==> src/rtl/geno_result_collector.sv <==
// Collects out-of-order DP engine scores into per-ID slots, then drains them
// in ascending ID order once the programmed number of jobs has returned.
module geno_result_collector #(
   parameter int SCORE_W = 32,
   parameter int WORDS   = 64,
   parameter int AW      = $clog2(WORDS)
) (
   input  logic                      clk,
   input  logic                      rst_n,
   input  logic                      i_start,
   input  logic [AW:0]               i_job_count,
   output logic                      o_geno_ready,
   input  logic                      i_geno_valid,
   input  logic signed [SCORE_W-1:0] i_geno_alignment_score,
   input  logic [AW-1:0]             i_geno_address_ID,
   output logic                      o_res_valid,
   input  logic                      i_res_ready,
   output logic signed [SCORE_W-1:0] o_res_score,
   output logic [AW-1:0]             o_res_address_ID,
   output logic                      o_res_last,
   output logic                      o_busy,
   output logic                      o_done,
   output logic                      o_err
);

   typedef enum logic [1:0] {S_IDLE, S_COLLECT, S_DRAIN} state_e;

   localparam logic [AW:0] WORDS_C = (AW+1)'(WORDS);

   state_e                     state_q, state_d;
   logic [AW:0]                job_q, job_d;
   logic [AW:0]                cnt_q, cnt_d;
   logic [AW:0]                idx_q, idx_d;
   logic [WORDS-1:0]           vld_q, vld_d;
   logic                       err_q, err_d;
   logic                       done_q, done_d;
   logic                       geno_ready_q, geno_ready_d;
   logic                       res_valid_q, res_valid_d;
   logic signed [SCORE_W-1:0]  res_score_q, res_score_d;
   logic [AW-1:0]              res_addr_q, res_addr_d;
   logic                       res_last_q, res_last_d;
   logic signed [SCORE_W-1:0]  mem_q [WORDS];
   logic                       mem_we;

   logic        accept, in_range, acc_new, last_hs, drain_adv;
   logic [AW:0] cnt_inc;

   assign accept    = i_geno_valid & geno_ready_q;
   assign in_range  = {1'b0, i_geno_address_ID} < job_q;
   assign acc_new   = accept & in_range & ~vld_q[i_geno_address_ID];
   assign cnt_inc   = cnt_q + 1'b1;
   assign drain_adv = ~res_valid_q | i_res_ready;
   assign last_hs   = (state_q == S_DRAIN) & res_valid_q & i_res_ready & res_last_q;

   // State register and all control/output flops.
   // NOTE: sequential state uses non-blocking assignments so every flop samples pre-edge values.
   always_ff @(posedge clk) begin
      if (!rst_n) begin
         state_q      <= S_IDLE;
         job_q        <= '0;
         cnt_q        <= '0;
         idx_q        <= '0;
         vld_q        <= '0;
         err_q        <= 1'b0;
         done_q       <= 1'b0;
         geno_ready_q <= 1'b0;
         res_valid_q  <= 1'b0;
         res_score_q  <= '0;
         res_addr_q   <= '0;
         res_last_q   <= 1'b0;
      end else begin
         state_q      <= state_d;
         job_q        <= job_d;
         cnt_q        <= cnt_d;
         idx_q        <= idx_d;
         vld_q        <= vld_d;
         err_q        <= err_d;
         done_q       <= done_d;
         geno_ready_q <= geno_ready_d;
         res_valid_q  <= res_valid_d;
         res_score_q  <= res_score_d;
         res_addr_q   <= res_addr_d;
         res_last_q   <= res_last_d;
      end
   end

   // NOTE: score storage has no reset; the valid bitmap alone decides which slots hold data.
   always_ff @(posedge clk) begin
      if (mem_we) mem_q[i_geno_address_ID] <= i_geno_alignment_score;
   end

   always_comb begin
      state_d = state_q;
      unique case (state_q)
         S_IDLE:    if (i_start && i_job_count != '0) state_d = S_COLLECT;
         S_COLLECT: if (acc_new && cnt_inc == job_q) state_d = S_DRAIN;
         S_DRAIN:   if (last_hs) state_d = S_IDLE;
         default:   state_d = S_IDLE;
      endcase
   end

   // NOTE: every variable gets a default first so no path can infer a latch.
   always_comb begin
      job_d        = job_q;
      cnt_d        = cnt_q;
      idx_d        = idx_q;
      vld_d        = vld_q;
      err_d        = err_q;
      done_d       = 1'b0;
      mem_we       = 1'b0;
      res_valid_d  = res_valid_q;
      res_score_d  = res_score_q;
      res_addr_d   = res_addr_q;
      res_last_d   = res_last_q;
      geno_ready_d = (state_d == S_COLLECT);

      unique case (state_q)
         S_IDLE: begin
            if (i_start) begin
               err_d = 1'b0;
               if (i_job_count == '0) begin
                  done_d = 1'b1;
               end else begin
                  job_d = (i_job_count > WORDS_C) ? WORDS_C : i_job_count;
                  cnt_d = '0;
                  idx_d = '0;
                  vld_d = '0;
               end
            end
         end
         S_COLLECT: begin
            if (acc_new) begin
               mem_we                   = 1'b1;
               vld_d[i_geno_address_ID] = 1'b1;
               cnt_d                    = cnt_inc;
            end else if (accept) begin
               err_d = 1'b1;
            end
         end
         S_DRAIN: begin
            // Load the next beat whenever the output register is empty or being taken.
            if (drain_adv) begin
               if (idx_q < job_q) begin
                  res_valid_d = 1'b1;
                  res_score_d = mem_q[idx_q[AW-1:0]];
                  res_addr_d  = idx_q[AW-1:0];
                  res_last_d  = (idx_q == job_q - 1'b1);
                  idx_d       = idx_q + 1'b1;
               end else begin
                  res_valid_d = 1'b0;
                  res_last_d  = 1'b0;
               end
            end
            done_d = last_hs;
         end
         default: ;
      endcase
   end

   assign o_geno_ready     = geno_ready_q;
   assign o_res_valid      = res_valid_q;
   assign o_res_score      = res_score_q;
   assign o_res_address_ID = res_addr_q;
   assign o_res_last       = res_last_q;
   assign o_busy           = (state_q != S_IDLE);
   assign o_done           = done_q;
   assign o_err            = err_q;

endmodule

==> config.mk <==
export PLATFORM = sky130hd
export DESIGN_NAME = geno_result_collector
export DESIGN_NICKNAME = d
export VERILOG_FILES = /design/src/rtl/geno_result_collector.sv
export SDC_FILE = /design/constraint.sdc
export NUM_CORES = 2
export LEC_CHECK = 0
export CAP_MARGIN = 20
export CORE_AREA = 2 2 376 378
export DETAILED_ROUTE_END_ITERATION = 10
export DIE_AREA = 0 0 378 380
export HOLD_SLACK_MARGIN = 0.03
export PLACE_DENSITY = 0.76
export REMOVE_ABC_BUFFERS = 1
export SKIP_CTS_REPAIR_TIMING = 1
export SYNTH_ARGS = -nofsm -noshare
export SYNTH_HDL_FRONTEND = slang
export SYNTH_SLANG_ARGS = --single-unit
==> constraint.sdc <==
create_clock -name clk -period 6.8 [get_ports clk]
set_input_delay 1.02 -clock clk [delete_from_list [all_inputs] [get_ports clk]]
set_output_delay 1.02 -clock clk [all_outputs]
set_load 0.01 [all_outputs]
# Word-level counts from Yosys, hierarchy flattened
# Memory sizes are Yosys's and may differ from the RTL's. A register that Yosys moved wholly into a read port is not among the register bits.
# Index checks and enable logic that the tools add are counted.
[word_totals] regBits=98 ram_bits=2048 inputBits=50 output_inout_bits=44 word_cells=92 memories=1
[mem_list] name="mem_q" depth=64 width=32 rd=1 rd_clocked_by_memory_dff=1 wr=1 line="42" text="logic signed [SCORE_W-1:0] mem_q [WORDS];"
[op_classes] add_sub_neg=3 magnitude_cmp=5 n_eq_ne=12 muxes=33 bitwise=11 reduce_logical=16
[op_table] operator="two-way mux 64 bit" count=3
[op_table] operator="one-hot mux 64 bit (2 select lines)" count=1
[op_table] operator="bitwise OR 64 bit" count=1
[op_table] operator="two-way mux 7 bit" count=6
[op_table] operator="one-hot mux 7 bit (2 select lines)" count=2
[op_table] operator="adder 7 x 1 -> 7 bit (second input constant)" count=2
[op_table] operator="equality test 7 bit" count=2
[op_table] operator="two-way mux 1 bit" count=13
[op_table] operator="inequality test 2 bit (second input constant)" count=6
[op_table] operator="AND reduction 4 bit" count=2
[op_table] operator="> comparator 7 bit (second input constant)" count=1
[op_table] operator="zero test 7 bit" count=1
[op_table] operator="less-than comparator 6 x 7 -> 1 bit" count=1
[op_table] operator="less-than comparator 6 x 7 -> 1 bit (second input constant)" count=1
[op_table] operator="less-than comparator 7 bit" count=1
[op_table] operator="nonzero test 7 bit" count=1
[op_table] operator="subtractor 7 x 1 -> 7 bit (second input constant)" count=1
[op_table] operator="AND 1 bit" count=6
[op_table] operator="binary-select mux 1 bit (select 6 bit)" count=1
[op_table] operator="demux 1 bit (select 6 bit)" count=1
[op_table] operator=">= comparator 6 x 1 -> 1 bit (second input constant)" count=1
[op_table] operator="two-way mux 2 bit" count=3
[op_table] operator="one-hot mux 2 bit (3 select lines)" count=1
[op_table] operator="AND reduction 3 bit" count=2
[op_table] operator="12 further kinds" count=20

# Longest topological paths before layout
[logic_depth] ltp_word=8 depth_mapped=15 mapped_depth_nobuf=9

# Worst setup path after synthesis
# No wires, ideal clock.
[synth_path] kind="input-to-reg" startpoint="input i_geno_address_ID[2]" endpoint="memory mem_q[10][0] (enable)" setup_ps=464 t_arrival_ps=4762 required_ps=6336 path_slack_ps=1574 stages=9 path_buffers=3 path_cell_list="buf_2 -> buf_2 -> mux4_2 -> nor2_1 -> nor3_1 -> a211oi_1 -> nand4_1 -> buf_2 -> nor3_1"
[synth_via] elab_chain_len=8 word_cells_on_any_way=10 cone_classes="1 x order compare; 6 x mux; 3 x bitwise"
[synth_rtl] element="from (decl)" line="15" text="input logic [AW-1:0] i_geno_address_ID,"
[synth_rtl] element="binary-select mux 1 bit (select 6 bit)" line="50" text="assign acc_new = accept & in_range & ~vld_q[i_geno_address_ID];"
[synth_rtl] element="two-way mux 1 bit (implied by the code)" line="50"
[synth_rtl] element="inverter 1 bit" line="50"
[synth_rtl] element="AND 1 bit" line="50"
[synth_rtl] element="two-way mux 1 bit" line="132" text="if (acc_new) begin"
[synth_rtl] element="two-way mux 1 bit" line="117" text="unique case (state_q)"
[synth_rtl] element="two-way mux 1 bit" line="89" text="if (mem_we) mem_q[i_geno_address_ID] <= i_geno_alignment_score;"
[synth_rtl] element="two-way mux 1 bit (implied by the code)" line="89"
[synth_rtl] element="to (decl)" line="42"
# Several ways; a longest one is shown, not always the timed one. The select of a mux whose other input is x is not followed.

# Worst setup path in the final report
[layout_path] startpoint="input i_geno_address_ID[1]" endpoint="memory mem_q[47][22] (enable)"
# The elaborated chain is that of the path after synthesis.

==> summary.md <==
| Metric | Value |
|---|---|
| Startpoint types | `input pin` |
| Sequential area share after synthesis | `0.768` |
| Met3 GRT Util | `0.0831` |
| Status | `finished, final reports clean` |
| Vias | `42,600` |
| Syn_area_per_cell | `21.7 um^2` |
| Clock skew | `0.0493 ns` |
| Critical path required time | `7.27 ns` |
| Max-slew violations | `0` |
| Initial Util | `0.599` |
| Synth cell types | `64` |
| Detail Placement HPWL | `127,000 um` |
| Crit-path max cell delay | `0.95 ns` |
| DRT antenna net count | `0` |
| Hold crit path type | `reg2reg` |
| Post-DP Area | `87,300 um^2` |
| Final WL | `223,000 um` |
| Final net count | `4,146` |
| Clock slew at reported path FFs | `0.06 ns` |
| CTS tree | `done` |
| Fin crit share | `0.681` |
| MaxCap Viol Count | `0` |
| Fin. Hold Viols | `0` |
| Layout Utilization | `0.676` |
| Clock Tree Buf Depth | `3` |
| Largest net degree at the start of global routing | `104` |
| Horiz. Die Dim | `378 um` |
| Global routing met1 resource utilization | `0.422` |
| Rows | `137` |
| Post-synth EDFFs | `2,048` |
| Crit-path slowest cell | `clkdlybuf4s50_1` |
| Core area | `139,000 um^2` |
| Post-synth top area cell | `edfxtp_1` |
| Tot Pwr | `27,100 uW` |
| GRT met2 Usage | `0.493` |
| CP Cell Sequence | `clkdlybuf4s50_1, buf_4, nand2_1, a211oi_1, nor4_1, a211oi_1, nand4_1, buf_4, or2_2, nor2_4, buf_4` |
| First-pass GRT wire length | `316,000 um` |
| RSZ-0062 raised after global routing | `no` |
| Num ports | `94` |
| CP arrival | `5.10 ns` |
| Peak VDD IR | `326 uV` |
| DIE AREA | `144,000 um^2` |
| Initial antenna violation count | `15` |
| Synth Warn # | `0` |
| P per Cell Area | `288 nW/um^2` |
| Flops & latches, synth | `2,178` |
| GR peak layer | `met2` |
| CTS H-tree depth | `4` |
| DRC | `0` |
| Syn Inst Count | `3,836` |
| Initial DRC Count | `7,007` |
| WL/cell | `36.3 um` |
| Area growth, synth to finish | `12.8%` |
| Total global-route track usage | `0.315` |
| Share of synthesized flip-flops with an asynchronous set or reset | `0` |
| Worst-path fanout max | `27` |
| Clock Latency Late Sink | `0.84 ns` |
| Vias in the first global route | `42,300` |
| CTS root buffer | `clkbuf_16` |
| Synth Flop Type | `edfxtp_1` |
| Synth top area cells | `edfxtp_1 (74%), mux4_2 (15%), dfxtp_1 (3.1%)` |
| Synthesized area | `83,400 um^2` |
| Fin area | `94,100 um^2` |
| Synth top area share | `0.737` |
| DIE HEIGHT | `380 um` |
| Slew headroom | `0.0243` |
| Dominant cell by count in the synthesized netlist | `edfxtp_1` |
| Lkg Pwr | `0.0290 uW` |
| Gr ovfl total | `0` |
| Ratio of cells with drive above 1 in the final layout | `0.269` |
| Worst slew pin tran | `1.46 ns` |
| WS Path Type | `in2reg` |
| Port bufs | `93` |
| Post-synth top cells | `edfxtp_1 (2,048), mux4_2 (541), a22oi_1 (155), dfxtp_1 (130), buf_2 (102)` |
| CTS Buf Count | `205` |
| CP Capture Type | `flop` |
| Drt pass-1 iters | `6` |
| Min Tclk post-route | `4.63 ns` |
| Routed vias/inst | `6.95` |
| CP most frequent cell | `buf_4` |
| Fillers | `8,522` |
| Clk sink count | `2,178` |
| RePlAce Congestion | `0.946` |
| Final setup vio count | `0` |
| Top achievable clock speed | `0.216 GHz` |
metal layers:
layer	vias to the layer above	wire length, um
met5	-	93
met4	16	11700
met3	544	27700
met2	3080	107000
met1	22200	76400
li1	16800	-
state kept, by name, summed over array words and instances, names as in the netlist, 2 cells and up:
signal and count:
mem_q 2048, vld_q 64, o_res_score 32, cnt_q 7
idx_q 7, job_q 7, o_res_address_ID 6, state_q 2
path summary, 6_finish.rpt:
kind,start,end,slack [ns],cells past startpoint
worst max register to register,job_q[4],mem_q[47][22],2.61,11
worst max-delay path,i_geno_address_ID[1],mem_q[47][22],2.17,11
worst min register to register,vld_q[47],vld_q[47],0.45,2
worst min-delay path,vld_q[47],vld_q[47],0.45,2
layout make-up:
cell class / instances / area (um^2) / area share
repair buffers: 267 / 2310 / 0.0245
inverters: 16 / 60.1 / 0.000638
clock inverters: 107 / 1020 / 0.0108
multi-input cells: 1413 / 18600 / 0.197
well taps: 1876 / 2350 / 0.0249
diodes: 3 / 7.51 / 0.0000798
flip-flops and latches: 2178 / 64100 / 0.681
clock buffers: 276 / 5690 / 0.0604
cell usage in the layout (no fill, tap or decap), types with 20 or more instances in the layout:
| master | netlist | layout |
|---|---|---|
| edfxtp_1 | 2048 | 2048 |
| clkdlybuf4s50_1 | 0 | 59 |
| a22oi_1 | 155 | 155 |
| mux4_2 | 541 | 541 |
| clkbuf_16 | 0 | 213 |
| nor2_1 | 30 | 23 |
| o21a_1 | 66 | 66 |
| nor3_2 | 31 | 28 |
| nand2_1 | 74 | 74 |
| buf_2 | 102 | 33 |
| nor2b_1 | 23 | 20 |
| dfxtp_1 | 130 | 125 |
| nor3_4 | 0 | 31 |
| nor4_1 | 24 | 24 |
| clkbuf_1 | 93 | 50 |
| o22ai_1 | 21 | 21 |
| a221oi_1 | 25 | 25 |
| mux2i_1 | 66 | 66 |
| o21ai_0 | 38 | 38 |
| buf_4 | 16 | 156 |
| a21oi_1 | 93 | 93 |
| clkinv_1 | 0 | 35 |
| clkinv_2 | 0 | 41 |
critical path, delay by kind of cell:
| family | cells | cell delay, ns |
|---|---|---|
| and+or+nand+nor | 5 | 1.40 |
| AOI/OAI and AO/OA | 2 | 0.57 |
| buffers and inverters | 4 | 2.07 |
power breakdown:
| group | internal (uW) | switching, uW | total [uW] |
|---|---|---|---|
| Sequential | 14700 | 17.4 | 14700 |
| Combinational | 381 | 676 | 1060 |
| Clock | 6480 | 4930 | 11400 |
cells by family (layout without fill, tap and decap cells):
family	count (synthesis)	after routing	synth area share
buf+inv	245	666	0.0137
other cells	0	3	0
xor+xnor	18	18	0.00189
flops	2178	2178	0.768
compound gates	470	470	0.0385
fa+ha+maj	15	15	0.00225
simple gates	298	298	0.0205
mux	612	612	0.155
metrics by stage:
step,hold slack [ns],setup TNS (ns),cells,worst slack [ns]
global route,0.497,0,6134,1.96
global placement,0.444,0,5743,1.40
finish,0.451,0,6136,2.17
floorplan,0.420,-1715.68,3607,-19.01
detailed placement,0.446,0,5744,1.36
CTS,0.452,0,6127,2.19
(Power assumes the default switching activity.)
